[src/rtl/alu_mc.sv]
// alu_mc: registered multi-cycle ALU with valid/ready handshake; define ALU_MC_FAST_MUL_EN for single-cycle MUL
module alu_mc #(
  parameter int WIDTH = 32,
  parameter int SHW = $clog2(WIDTH)
) (
  input  logic             clk,
  input  logic             rst_n,
  input  logic             in_valid,
  output logic             in_ready,
  input  logic [4:0]       aluop,
  input  logic [WIDTH-1:0] val1,
  input  logic [WIDTH-1:0] val2,
  input  logic             flush,
  output logic             out_valid,
  input  logic             out_ready,
  output logic [WIDTH-1:0] result,
  output logic             div_zero
);
  localparam int H = WIDTH / 2;
  localparam logic [4:0] ALUOP_MOV  = 5'd0;
  localparam logic [4:0] ALUOP_MOVL = 5'd1;
  localparam logic [4:0] ALUOP_MOVH = 5'd2;
  localparam logic [4:0] ALUOP_ADD  = 5'd3;
  localparam logic [4:0] ALUOP_SUB  = 5'd4;
  localparam logic [4:0] ALUOP_MUL  = 5'd5;
  localparam logic [4:0] ALUOP_DIV  = 5'd6;
  localparam logic [4:0] ALUOP_AND  = 5'd7;
  localparam logic [4:0] ALUOP_OR   = 5'd8;
  localparam logic [4:0] ALUOP_XOR  = 5'd9;
  localparam logic [4:0] ALUOP_NOT  = 5'd10;
  localparam logic [4:0] ALUOP_SHL  = 5'd11;
  localparam logic [4:0] ALUOP_SHR  = 5'd12;
  localparam logic [4:0] ALUOP_ASR  = 5'd13;
  localparam logic [SHW-1:0] LAST = SHW'(WIDTH - 1);
`ifdef ALU_MC_FAST_MUL_EN
  localparam bit FAST_MUL = 1'b1;
`else
  localparam bit FAST_MUL = 1'b0;
`endif
  typedef enum logic [1:0] {IDLE, BUSY, DONE} state_t;
  state_t state;
  logic [SHW-1:0] cnt;
  logic is_div;
  logic [WIDTH-1:0] a, b, acc, a_nx, b_nx, acc_nx, op_res;
  logic [WIDTH:0] rs, diff;
  logic [SHW-1:0] sh;
  logic is_iter, op_dz;
  assign sh = val2[SHW-1:0];
  assign op_dz = aluop == ALUOP_DIV && val2 == '0;
  assign is_iter = (aluop == ALUOP_DIV && !op_dz) || (aluop == ALUOP_MUL && !FAST_MUL);
  always_comb begin
    op_res = '0;
    case (aluop)
      ALUOP_MOV:  op_res = val1;
      ALUOP_MOVL: op_res = {{(WIDTH-H){1'b0}}, val2[H-1:0]};
      ALUOP_MOVH: op_res = {{H{1'b0}}, val2[WIDTH-1:H]};
      ALUOP_ADD:  op_res = val1 + val2;
      ALUOP_SUB:  op_res = val1 - val2;
      ALUOP_MUL:  op_res = FAST_MUL ? val1 * val2 : '0;
      ALUOP_DIV:  op_res = '1;
      ALUOP_AND:  op_res = val1 & val2;
      ALUOP_OR:   op_res = val1 | val2;
      ALUOP_XOR:  op_res = val1 ^ val2;
      ALUOP_NOT:  op_res = ~val1;
      ALUOP_SHL:  op_res = val1 << sh;
      ALUOP_SHR:  op_res = val1 >> sh;
      ALUOP_ASR:  op_res = $unsigned($signed(val1) >>> sh);
      default:    op_res = '0;
    endcase
  end
  // Divide: acc is the partial remainder, a shifts the dividend out and the quotient in.
  assign rs = {acc, a[WIDTH-1]};
  assign diff = rs - {1'b0, b};
  assign a_nx = is_div ? {a[WIDTH-2:0], ~diff[WIDTH]} : a << 1;
  assign b_nx = is_div ? b : b >> 1;
  assign acc_nx = is_div ? (diff[WIDTH] ? rs[WIDTH-1:0] : diff[WIDTH-1:0]) : acc + (b[0] ? a : '0);
  always_ff @(posedge clk) begin
    if (!rst_n) begin
      state <= IDLE;
      in_ready <= 1'b1;
      out_valid <= 1'b0;
      result <= '0;
      div_zero <= 1'b0;
      cnt <= '0;
      is_div <= 1'b0;
      a <= '0;
      b <= '0;
      acc <= '0;
    end else if (flush) begin
      state <= IDLE;
      in_ready <= 1'b1;
      out_valid <= 1'b0;
      div_zero <= 1'b0;
    end else begin
      case (state)
        IDLE: if (in_valid) begin
          is_div <= aluop == ALUOP_DIV;
          a <= val1;
          b <= val2;
          acc <= '0;
          cnt <= '0;
          in_ready <= 1'b0;
          state <= is_iter ? BUSY : DONE;
          out_valid <= !is_iter;
          if (!is_iter) begin
            result <= op_res;
            div_zero <= op_dz;
          end
        end
        BUSY: begin
          a <= a_nx;
          b <= b_nx;
          acc <= acc_nx;
          cnt <= cnt + 1'b1;
          if (cnt == LAST) begin
            state <= DONE;
            out_valid <= 1'b1;
            result <= is_div ? a_nx : acc_nx;
            div_zero <= 1'b0;
          end
        end
        DONE: if (out_ready) begin
          state <= IDLE;
          out_valid <= 1'b0;
          in_ready <= 1'b1;
        end
        default: state <= IDLE;
      endcase
    end
  end
endmodule

[config.mk]
export PLATFORM = sky130hd
export DESIGN_NAME = alu_mc
export DESIGN_NICKNAME = d
export VERILOG_FILES = /design/src/rtl/alu_mc.sv
export SDC_FILE = /design/constraint.sdc
export NUM_CORES = 1
export LEC_CHECK = 0
export ABC_CLOCK_PERIOD_IN_PS = 17400
export CAP_MARGIN = 10
export CORE_ASPECT_RATIO = 0.7
export CORE_MARGIN = 10
export CORE_UTILIZATION = 45
export CTS_CLUSTER_DIAMETER = 60
export DETAILED_ROUTE_END_ITERATION = 12
export DONT_BUFFER_PORTS = 1
export PLACE_DENSITY = 0.67
export SKIP_LAST_GASP = 1
export SYNTH_ARGS = -nofsm -noshare
export SYNTH_HDL_FRONTEND = slang
export SYNTH_SLANG_ARGS = --single-unit
[constraint.sdc]
create_clock -name clk -period 17.4 [get_ports clk]
set_input_delay 5.22 -clock clk [delete_from_list [all_inputs] [get_ports clk]]
set_output_delay 5.22 -clock clk [all_outputs]
set_load 0.05 [all_outputs]
==> metrics.txt <==
DRT iter0 DRCs=2623; final wirelength=79990 µm; ys flop type=dfxtp_1; worst path required time=17.73 ns; crit path to=result[30]$_SDFFE_PN0P_; via count=19.49k; R2R Path Start=a[31]$_SDFFE_PN0P_; drt pass-1 iters=6; CTS tree=yes; H-tree levels=4; Final Hold Viols=0; power density cells=56.06 nW/µm²; final worst clock skew=0.01171 ns; Num CTS Buffers=17; YS warnings=0; gr usage total=0.3175; syn nets=2720; fmax=0.09904 GHz; status=complete, no violations; Synth Area in Compound Gates=0.3089; routability cong.=1.042; placed cells=2839; largest family of logic cells by synthesized area=compound AO/OA/AOI/OAI gates; period utilisation layout=0.5803; die footprint=49300 µm²; R2R depth=13; Worst R2R End=acc[20]$_SDFFE_PN0P_; Hold Worst Slack=0.4649 ns; core area=39920 µm²; crit path time final=10.10 ns; wire length per cell=27.86 µm; antenna violations before repair=3; RSZ-0062 raised after global routing=no; HP Class=flip-flop to flip-flop; I/O pin cnt=109; leak pwr=7.677 nW; DRC=0; Synth Area in Adders=0.1174; Resized cells post-CTS=0; TritonCTS Sinks=139; CP arrival=10.42 ns; most common cell after layout, fill and taps aside=nor2_1; Die H=188.8 µm; vias in the first global route=18.23k; die width=261.1 µm; layout cell share with drive strength beyond 1=0.07409; worst vdd ir=0.00007497 V; area added between synthesis and finish=4.003%; most frequent cells in the layout=nor2_1 (274), o21ai_0 (227), nand2_1 (198), a21oi_1 (182), ha_1 (166); synthesized cell area=18310 µm²; CP max FO=9; post-synthesis register bit count=139; Nets=2567; Simple-Gate Fraction of Synth Area=0.1808; Startpoint Class=primary input; Mapped Cells=2476; first-pass GRT wire length=120000 µm; hold_buf cts=0; critical path launch point=aluop[3]; clock tree buffer depth=2; CTS root buf=clkbuf_16; Post-Synth XOR/XNOR Area=0.05213; Async SR Flop Fraction=0; crit path kind=primary input to flip-flop; Post-synth EDFFs=0; syn avg cell area=7.397 µm²; DRT antenna net count=0; Detailed Place HPWL=61760 µm; Final setup viols=0; clock slew at reported path FFs=0.07 ns; Setup crit end kind=flip-flop; grt ovf=0; Post-CTS Setup Bufs=0; Cell Rows=61; Layout Cells excl Fill=2871; Final TNS setup=0 ns; IO Port Bufs=0; Tightest Pin Transition=1.226 ns; post-synthesis mux area share=0.1213; register-to-register setup slack=13.00 ns; maxcap violations=0; Slew HR=0.1761; Max Transition Viols Final=0; worst-skew pair later-pin latency=0.44 ns; Avg Vias per Cell=6.790; Initial Util=0.4588; count of cell types in the netlist=80; register area share after synthesis=0.1519; largest net degree at the start of global routing=80
[cell type report]
class | instances | area, µm²
fillers | 3973 | 20870
multi-input cells | 2016 | 14350
flip-flops and latches | 139 | 2784
well taps | 535 | 669.4
inverters | 119 | 446.7
clock buffers | 17 | 425.4
repair buffers | 30 | 225.2
clock inverters | 14 | 140.1
diodes | 1 | 2.502
[through the flow]
step	utilization	setup WS, ns	area [µm²]	total power (W)
after floorplan	-	7.215	18310	0.0006320
after global placement	0.4629	7.007	18480	0.0006988
after detailed placement	0.4629	7.015	18480	0.0007020
after CTS	0.4771	7.448	19040	0.001059
after global routing	0.4771	7.058	19040	0.001115
final	0.4772	7.303	19050	0.001068
[where the power goes]
part	switching [W]	internal, W
combinational	0.000199	0.000135
clock	0.000162	0.000199
sequential	0.0000378	0.000335
[worst min-delay path by stage]
stage                          end                start  depth (start not counted)
2_1_floorplan  cnt[4]$_SDFFE_PN0P_  cnt[4]$_SDFFE_PN0P_                          2
3_3_place_gp   cnt[4]$_SDFFE_PN0P_  cnt[4]$_SDFFE_PN0P_                          2
3_5_place_dp   cnt[4]$_SDFFE_PN0P_  cnt[4]$_SDFFE_PN0P_                          2
4_1_cts        cnt[4]$_SDFFE_PN0P_  cnt[4]$_SDFFE_PN0P_                          2
5_1_grt        cnt[4]$_SDFFE_PN0P_  cnt[4]$_SDFFE_PN0P_                          2
6_report       cnt[4]$_SDFFE_PN0P_  cnt[4]$_SDFFE_PN0P_                          2
[metal layers]
metal  part of all wire  up-vias  track usage
li1                   -     8846            -
met1               0.44     9409       0.4490
met2               0.40     1118       0.4438
met3               0.14      116       0.1176
met4              0.020        4      0.06853
met5             0.0021        -      0.02364
[worst max-delay path: stages]
cell and delay (ns):
or3b_2 0.53, nor3_1 0.95, nor2_1 0.14, xnor2_1 0.18, ha_1 0.32, nor2b_1 0.16
o31a_1 0.28, o311ai_0 0.77, a21oi_1 0.30, or4_1 0.54, and2_1 0.22, a311oi_1 0.33
xnor2_1 0.10, a211oi_1 0.25, a31oi_1 0.11
[synthesized netlist by cell type (11+ instances only)]
cell type / n / area [µm²]
nand2_1: 199 / 747.0
a21o_1: 54 / 405.4
and2_1: 46 / 287.8
xor2_1: 38 / 332.8
buf_1: 21 / 78.83
a221oi_1: 25 / 219.0
nor2b_1: 14 / 87.58
o21a_1: 18 / 135.1
ha_1: 167 / 2090
o41ai_1: 11 / 96.34
mux4_2: 60 / 1351
nor3_1: 36 / 180.2
o31ai_1: 16 / 120.1
a2111oi_0: 13 / 113.9
a211oi_1: 69 / 518.0
o21bai_1: 14 / 105.1
o21ai_0: 227 / 1136
nand2b_1: 19 / 118.9
o2111ai_1: 12 / 105.1
nand3_1: 35 / 175.2
o211ai_1: 67 / 503.0
nand4_1: 11 / 68.82
inv_1: 116 / 435.4
o22ai_1: 13 / 81.33
or2_2: 12 / 75.07
a22o_1: 13 / 113.9
xnor2_1: 71 / 621.9
a22oi_1: 22 / 165.2
a31oi_1: 39 / 244.0
clkbuf_1: 170 / 638.1
mux2i_1: 79 / 790.8
dfxtp_1: 139 / 2783
or3_1: 11 / 68.82
a21oi_1: 184 / 920.9
and3_1: 30 / 187.7
nor2_1: 277 / 1040
[flip-flops by register name, indices dropped and copies added (netlist names)]
signal / count
state: 2
a: 32
acc: 32
result: 32
is_div: 1
cnt: 5
in_ready: 1
b: 32
out_valid: 1
div_zero: 1
[logic make-up (layout without fill, tap and decap cells)]
kind of cell	Yosys count	after routing
AOI/OAI and AO/OA	868	868
xor gates and xnor gates	109	109
adders and majority gates	170	170
buffers and inverters	321	180
DFF	139	139
muxes	146	146
other	0	1
and+or+nand+nor	723	723
Note: power is estimated with default switching activity, not from simulation.
